===== src/rtl/data_dma.sv =====
// data_dma: Wishbone byte-block copy engine (read, write, repeat) in front of the data memory.
// Define DATA_DMA_FILL_EN to add a fill mode that writes a constant byte and skips the reads.
module data_dma #(
   parameter int ADDR_W = 8,
   parameter int DATA_W = 8
) (
   input  logic              clk,
   input  logic              rst_n,
   input  logic              cen,
   input  logic              start,
   input  logic [ADDR_W-1:0] src_adr,
   input  logic [ADDR_W-1:0] dst_adr,
   input  logic [ADDR_W-1:0] len,
`ifdef DATA_DMA_FILL_EN
   input  logic              fill,
   input  logic [DATA_W-1:0] fill_val,
`endif
   output logic              busy,
   output logic              done,
   output logic              cyc_o,
   output logic              stb_o,
   output logic              we_o,
   output logic [ADDR_W-1:0] adr_o,
   output logic [DATA_W-1:0] dat_o,
   input  logic [DATA_W-1:0] dat_i,
   input  logic              ack_i
);

   typedef enum logic [1:0] {
      S_IDLE = 2'd0,
      S_RD   = 2'd1,
      S_WR   = 2'd2,
      S_DONE = 2'd3
   } state_e;

   state_e            state_q, state_d;
   logic [ADDR_W-1:0] src_q, src_d;
   logic [ADDR_W-1:0] dst_q, dst_d;
   logic [ADDR_W-1:0] cnt_q, cnt_d;
   logic [DATA_W-1:0] buf_q, buf_d;

   logic              busy_q, busy_d;
   logic              done_q, done_d;
   logic              cyc_q, cyc_d;
   logic              we_q, we_d;
   logic [ADDR_W-1:0] adr_q, adr_d;
   logic [DATA_W-1:0] dat_q, dat_d;

   logic              fill_req;   // fill requested at launch
   logic              fill_act;   // current block is a fill
   logic [DATA_W-1:0] wr_data;

`ifdef DATA_DMA_FILL_EN
   logic              fill_q, fill_d;
   logic [DATA_W-1:0] fill_val_q, fill_val_d;

   assign fill_req = fill;
   assign fill_act = fill_q;
`else
   assign fill_req = 1'b0;
   assign fill_act = 1'b0;
`endif

   // Next-state and datapath update.
   always_comb begin
      // NOTE: every signal assigned here gets a default first, so no path can infer a latch.
      state_d = state_q;
      src_d   = src_q;
      dst_d   = dst_q;
      cnt_d   = cnt_q;
      buf_d   = buf_q;
`ifdef DATA_DMA_FILL_EN
      fill_d     = fill_q;
      fill_val_d = fill_val_q;
`endif

      unique case (state_q)
         S_IDLE: begin
            if (start) begin
               src_d = src_adr;
               dst_d = dst_adr;
               cnt_d = len;
`ifdef DATA_DMA_FILL_EN
               fill_d     = fill;
               fill_val_d = fill_val;
`endif
               if (len == '0)
                  state_d = S_DONE;
               else if (fill_req)
                  state_d = S_WR;
               else
                  state_d = S_RD;
            end
         end

         S_RD: begin
            if (ack_i) begin
               buf_d   = dat_i;
               state_d = S_WR;
            end
         end

         S_WR: begin
            if (ack_i) begin
               src_d = src_q + 1'b1;
               dst_d = dst_q + 1'b1;
               cnt_d = cnt_q - 1'b1;
               if (cnt_q == ADDR_W'(1))
                  state_d = S_DONE;
               else if (fill_act)
                  state_d = S_WR;
               else
                  state_d = S_RD;
            end
         end

         S_DONE: state_d = S_IDLE;

         default: state_d = S_IDLE;
      endcase
   end

   // Outputs are decoded from the next state so they are registered yet still Moore-timed.
   always_comb begin
      wr_data = buf_d;
`ifdef DATA_DMA_FILL_EN
      if (fill_d)
         wr_data = fill_val_d;
`endif
      busy_d = (state_d != S_IDLE);
      done_d = (state_d == S_DONE);
      cyc_d  = (state_d == S_RD) || (state_d == S_WR);
      we_d   = (state_d == S_WR);
      adr_d  = '0;
      dat_d  = '0;
      if (state_d == S_RD)
         adr_d = src_d;
      else if (state_d == S_WR) begin
         adr_d = dst_d;
         dat_d = wr_data;
      end
   end

   always_ff @(posedge clk) begin
      // NOTE: the data buffer is an ordinary register, so it is cleared with the rest of the state.
      if (!rst_n) begin
         state_q <= S_IDLE;
         src_q   <= '0;
         dst_q   <= '0;
         cnt_q   <= '0;
         buf_q   <= '0;
         busy_q  <= 1'b0;
         done_q  <= 1'b0;
         cyc_q   <= 1'b0;
         we_q    <= 1'b0;
         adr_q   <= '0;
         dat_q   <= '0;
`ifdef DATA_DMA_FILL_EN
         fill_q     <= 1'b0;
         fill_val_q <= '0;
`endif
      end else if (cen) begin
         // NOTE: non-blocking assignments keep every flop sampling pre-edge values.
         state_q <= state_d;
         src_q   <= src_d;
         dst_q   <= dst_d;
         cnt_q   <= cnt_d;
         buf_q   <= buf_d;
         busy_q  <= busy_d;
         done_q  <= done_d;
         cyc_q   <= cyc_d;
         we_q    <= we_d;
         adr_q   <= adr_d;
         dat_q   <= dat_d;
`ifdef DATA_DMA_FILL_EN
         fill_q     <= fill_d;
         fill_val_q <= fill_val_d;
`endif
      end
   end

   assign busy  = busy_q;
   assign done  = done_q;
   assign cyc_o = cyc_q;
   assign stb_o = cyc_q;
   assign we_o  = we_q;
   assign adr_o = adr_q;
   assign dat_o = dat_q;

endmodule


===== config.mk =====
export PLATFORM = sky130hd
export DESIGN_NAME = data_dma
export DESIGN_NICKNAME = d
export VERILOG_FILES = /design/src/rtl/data_dma.sv
export SDC_FILE = /design/constraint.sdc
export NUM_CORES = 1
export LEC_CHECK = 0
export CAP_MARGIN = 0
export CORE_ASPECT_RATIO = 0.8
export CORE_MARGIN = 2
export CORE_UTILIZATION = 40
export CTS_CLUSTER_SIZE = 16
export DETAILED_ROUTE_END_ITERATION = 16
export HOLD_SLACK_MARGIN = 0.06
export PLACE_DENSITY_LB_ADDON = 0.25
export REMOVE_ABC_BUFFERS = 1
export SLEW_MARGIN = 20
export SYNTH_ARGS = -nofsm -noshare
export SYNTH_HDL_FRONTEND = slang
export SYNTH_SLANG_ARGS = --single-unit

===== constraint.sdc =====
create_clock -name clk -period 2.8 [get_ports clk]
set_input_delay 0.7 -clock clk [delete_from_list [all_inputs] [get_ports clk]]
set_output_delay 0.7 -clock clk [all_outputs]
set_load 0.01 [all_outputs]

== Yosys cells after proc, flatten, opt, wreduce, memory -nomap -nowiden ==
Index checks and enable logic that the tools add are counted.

* Flip-flop bits (word level): 54
* Input port bits: 37
* Output and inout bits: 21
* Logic and storage cells: 50

* $add $sub $neg: 3
* Eq/ne operators: 9
* Muxes and demuxes: 21
* Reductions and logical operators: 6

{| class="wikitable"
|+ Operators by type and width
! kind !! count
|-
| 8-bit 2-to-1 mux || 12
|-
| 8-bit one-hot mux with 2 select lines || 3
|-
| 8-bit by 1-bit adder with 8-bit output, second input constant || 2
|-
| 2-bit 2-to-1 mux || 5
|-
| 2-bit equality test, second input constant || 4
|-
| 8-bit by 1-bit equality test with 1-bit output, second input constant || 1
|-
| 8-bit zero test || 1
|-
| 2-bit one-hot mux with 4 select lines || 1
|-
| 8-bit by 1-bit subtractor with 8-bit output, second input constant || 1
|-
| 2-bit by 1-bit equality test with 1-bit output, second input constant || 2
|-
| 2-bit inequality test, second input constant || 2
|-
| 4-bit AND reduction || 1
|-
| 2-bit nonzero test || 2
|-
| 2-bit zero test || 1
|-
| 1-bit logical OR || 1
|}

== Logic depth before layout (Yosys ltp) ==
* Depth in word-level cells: 7
* Gate-level depth with buffers: 12
* Depth with buffers taken out: 10

== Least setup slack after synthesis ==
Ideal clock, no wire load.

* Path type: input to register
* Start: input ack_i
* End: register adr_q[6], in the netlist adr_o[6]
* Arrival time: 2.514 ns
* Required time: 2.741 ns
* Slack: 0.226 ns
* Stages: 11
* Cell sequence: buf_2 buf_2 nand2_1 o21ai_1 a22oi_1 inv_1 ha_1 or2_1 nor2_1 o21a_1 a221o_1

* Cells in the longest elaborated chain, start to end: 5
* Elaborated cells between the ends (all ways): 11
* Classes of those cells: eq/ne: 2; mux: 9

{| class="wikitable"
|+ Ends and longest elaborated chain
! item !! RTL line !! text
|-
| from (decl) || 26 || <nowiki>input logic ack_i</nowiki>
|-
| 2-bit 2-to-1 mux (on tied branches) || 104, 97 ||
|-
| 2-bit one-hot mux with 4 select lines * || 77 || <nowiki>unique case (state_q)</nowiki>
|-
| named net state_d[1] || 36 || <nowiki>state_e state_q, state_d;</nowiki>
|-
| 2-bit equality test || 138 || <nowiki>else if (state_d == S_WR) begin</nowiki>
|-
| 8-bit 2-to-1 mux || 138 ||
|-
| 8-bit 2-to-1 mux * || 136 || <nowiki>if (state_d == S_RD)</nowiki>
|-
| to (signal assigned) || 173 || <nowiki>adr_q <= adr_d;</nowiki>
|-
| to (decl) || 46 || <nowiki>logic [ADDR_W-1:0] adr_q, adr_d;</nowiki>
|}

Mark *: on every way through the listed nets, which the timed path passes. The rest lies on a longest branch.
A chain may end at the register's enable or synchronous reset.

== Worst setup path in the final report ==
* Start: input len[4]
* End: register adr_q[5], in the netlist adr_o[5]

* Cells in the longest elaborated chain, start to end: 7
* Elaborated cells between the ends (all ways): 8
* Classes of those cells: eq/ne: 2; mux: 5; reduce/logical: 1

{| class="wikitable"
|+ Ends and longest elaborated chain
! item !! RTL line !! text
|-
| from (decl) || 13 || <nowiki>input logic [ADDR_W-1:0] len,</nowiki>
|-
| 8-bit zero test * || 87 || <nowiki>if (len == '0)</nowiki>
|-
| 2-bit 2-to-1 mux * || 87 ||
|-
| 2-bit 2-to-1 mux * || 79 || <nowiki>if (start) begin</nowiki>
|-
| 2-bit one-hot mux with 4 select lines * || 77 ||
|-
| named net state_d[1] || 36 ||
|-
| 2-bit equality test || 138 ||
|-
| 8-bit 2-to-1 mux || 138 ||
|-
| 8-bit 2-to-1 mux * || 136 ||
|}

Marked as above.

==> results_dict.tcl <==
set metrics [dict create \
    tightest_slew_ns 0.505 \
    routed_wl_mm 9.30 \
    io_buffers 57 \
    intPower_mw 1.26 \
    antenna_found_initial 0 \
    clk_path_buf_depth 2 \
    drive_gt1_share_pct 12.2 \
    pwr_density_cell_nw_per_um2 445 \
    final_cell_mix "clkdlybuf4s50_1, nor2_1, dfxtp_1" \
    hpwl_mm 6.82 \
    drv_cap 0 \
    die_h_um 84.9 \
    drc 0 \
    place.gp.congestion 0.876 \
    rsz0062_at_grt "false" \
    finalMaxSlewViolations 0 \
    post_drt_wl_per_cell_um 16.0 \
    cts_max_level 2 \
    grt_overflow_total 0 \
    endpoint_kind "flip-flop" \
    final.setup.tns_ns 0 \
    core_area_um2 7950 \
    clkSlewWorstSetupHoldPaths_ns 0.12 \
    ys.warnings.count 0 \
    die_area_um2 8920 \
    cts_root_buf "clkbuf_8" \
    drt_iter0_drc 205 \
    crit_fanout 5 \
    crit_required_ns 3.08 \
    clock_power_share_pct 26.0 \
    dr.pass1.iters 5 \
    swShare_pct 33.0 \
    fin_crit_ns 2.64 \
    status "finished clean" \
    slew-limit-headroom_pct 66.3 \
    synth.distinct_cells 67 \
    synth_edf_count 0 \
    grt_pass1_vias 3051 \
    grtUsageTotal_pct 20.7 \
    nets 521 \
    seqCellArea_um2 1080 \
    synth_seq_cells 54 \
    start_util_pct 41.1 \
    syn_area_um2 3270 \
    seq_power_share_pct 46.7 \
    grt_pass1_wl_mm 15.0 \
    yosysSeqAreaShare_pct 33.1 \
    syn_avg_cell_area_um2 8.11 \
    cp-start-kind "input pin" \
    p_comb_share_pct 27.3 \
    syn2layout_area_growth_pct 28.7 \
    cts_buffers 5 \
    synth_cells 403 \
    finalSetupViolCount 0 \
    fin_total_pwr_mw 1.87 \
    ys.flop_type "dfxtp_1" \
    cts_setup_buffers 0 \
    fill_cells 746 \
    hold_viol 0 \
    critical_path_class "input pin to flip-flop" \
    cts_hold_buf 0 \
    power_leakage_nw 1.67 \
    via_count 3270 \
    grt_max_degree 24 \
    crit_arrival_ns 2.92 \
    rows 29 \
    fmax_ghz 0.378 \
    cts_tree "built" \
    diodes 0 \
    finalClockSkew_ns 0.0166 \
    final_common_cell "clkdlybuf4s50_1" \
    finalCritPeriodShare_pct 94.4 \
    hold_path.class "flip-flop to flip-flop" \
    cts_sinks 54 \
    fp.dieW_um 105 \
    vias_per_cell 5.61 \
    clock_latency_ns 0.32 \
    p_sw_mw 0.618 \
    vdd_ir_drop_max_mv 0.242 \
    multiInputGateArea_um2 2020 \
    ios 58 \
    async_flop_share_pct 0 \
    antenna_left 0 \
]
-- cells in the mapped netlist (all sizes together), types with 3 or more instances --
library cell,instances,area [um2]
mux2i,20,200
nand2,24,97.6
a22oi,12,90.1
dfxtp,54,1080
buf,17,88.8
a21oi,24,120
o221ai,3,26.3
nor2b,4,25.0
nand2b,8,50.1
o21a,4,30.0
nor2,55,206
inv,13,48.8
nor4,3,18.8
or4,3,30.0
a211oi,14,105
nand3,7,35.0
nor3,9,45.0
o22ai,5,37.5
ha,10,125
nor3b,4,35.0
and2,12,75.1
o2bb2ai,8,70.1
o31ai,3,22.5
nand4,7,56.3
clkbuf,11,41.3
o21ai,24,120
a221oi,6,52.6
-- what timing repair did --
action / in CTS / in global routing
setup endpoints to repair: 0 / 14
hold endpoints to repair: 0 / 0
resized for setup: 0 / 2
-- per-layer routing --
layer	vias to the layer above	track usage [%]	part of all wire, %
li1	1622	-	-
met1	1542	28.9	49
met2	99	32.9	45
met3	7	4.69	5.4
met4	0	4.36	0.63
met5	-	0	0
-- power by group through the flow --
stage | logic (mW) | clock network (mW) | registers, mW
2_1_floorplan | 0.258 | 0 | 0.893
3_3_place_gp | 0.497 | 0 | 0.889
3_5_place_dp | 0.505 | 0 | 0.890
4_1_cts | 0.508 | 0.493 | 0.873
5_1_grt | 0.558 | 0.529 | 0.883
6_report | 0.512 | 0.487 | 0.875
-- final cells by class --
cell class / count / area share (%)
Multi-Input combinational cell: 308 / 47.9
Sequential cell: 54 / 25.7
Timing Repair Buffer: 92 / 19.7
Tap cell: 108 / 3.21
Clock buffer: 5 / 1.64
Inverter: 13 / 1.16
Clock inverter: 3 / 0.684
-- state kept, by name (all words and copies together), names as in the netlist, 2 cells and up --
name	count
adr_o	8
buf_q	8
cnt_q	8
dat_o	8
dst_q	8
src_q	8
state_q	2
-- final timing paths --
check        startpoint  endpoint  slack [ns]  cells after the start
max              len[4]  adr_o[5]        0.16                     10
min            buf_q[3]  buf_q[3]        0.49                      2
max reg2reg    cnt_q[4]  adr_o[5]        0.61                      9
min reg2reg    buf_q[3]  buf_q[3]        0.49                      2
-- logic make-up (layout without fill, tap and decap cells) --
family / after synthesis / count (layout) / synth area share (%)
adders and majority gates: 10 / 10 / 3.83
muxes: 22 / 22 / 6.81
buffers and inverters: 41 / 113 / 5.47
DFF: 54 / 54 / 33.1
and+or+nand+nor: 150 / 150 / 24.0
AOI/OAI and AO/OA: 122 / 122 / 25.8
xor gates and xnor gates: 4 / 4 / 1.07
-- through the flow --
stage / hold slack (ns) / cells / cell area [um2] / util [%] / worst slack, ns
2_1_floorplan: 0.460 / 375 / 3140 / - / 0.261
3_3_place_gp: 0.469 / 575 / 4100 / 51.6 / -0.234
6_report: 0.492 / 583 / 4210 / 53.0 / 0.157
4_1_cts: 0.493 / 583 / 4200 / 52.9 / 0.0488
5_1_grt: 0.520 / 583 / 4210 / 53.0 / 0.00291
3_5_place_dp: 0.477 / 575 / 4100 / 51.6 / -0.289
-- worst max-delay path, stage by stage --
cell and delay [ns]:
clkdlybuf4s50_1 0.41, nor4_1 0.27, nand4_1 0.18, a22oi_2 0.27, inv_1 0.09, ha_1 0.24, or2_1 0.28, buf_4 0.15
a21oi_1 0.18, o31a_1 0.14
No activity file was read; power rests on OpenSTA's default activity.
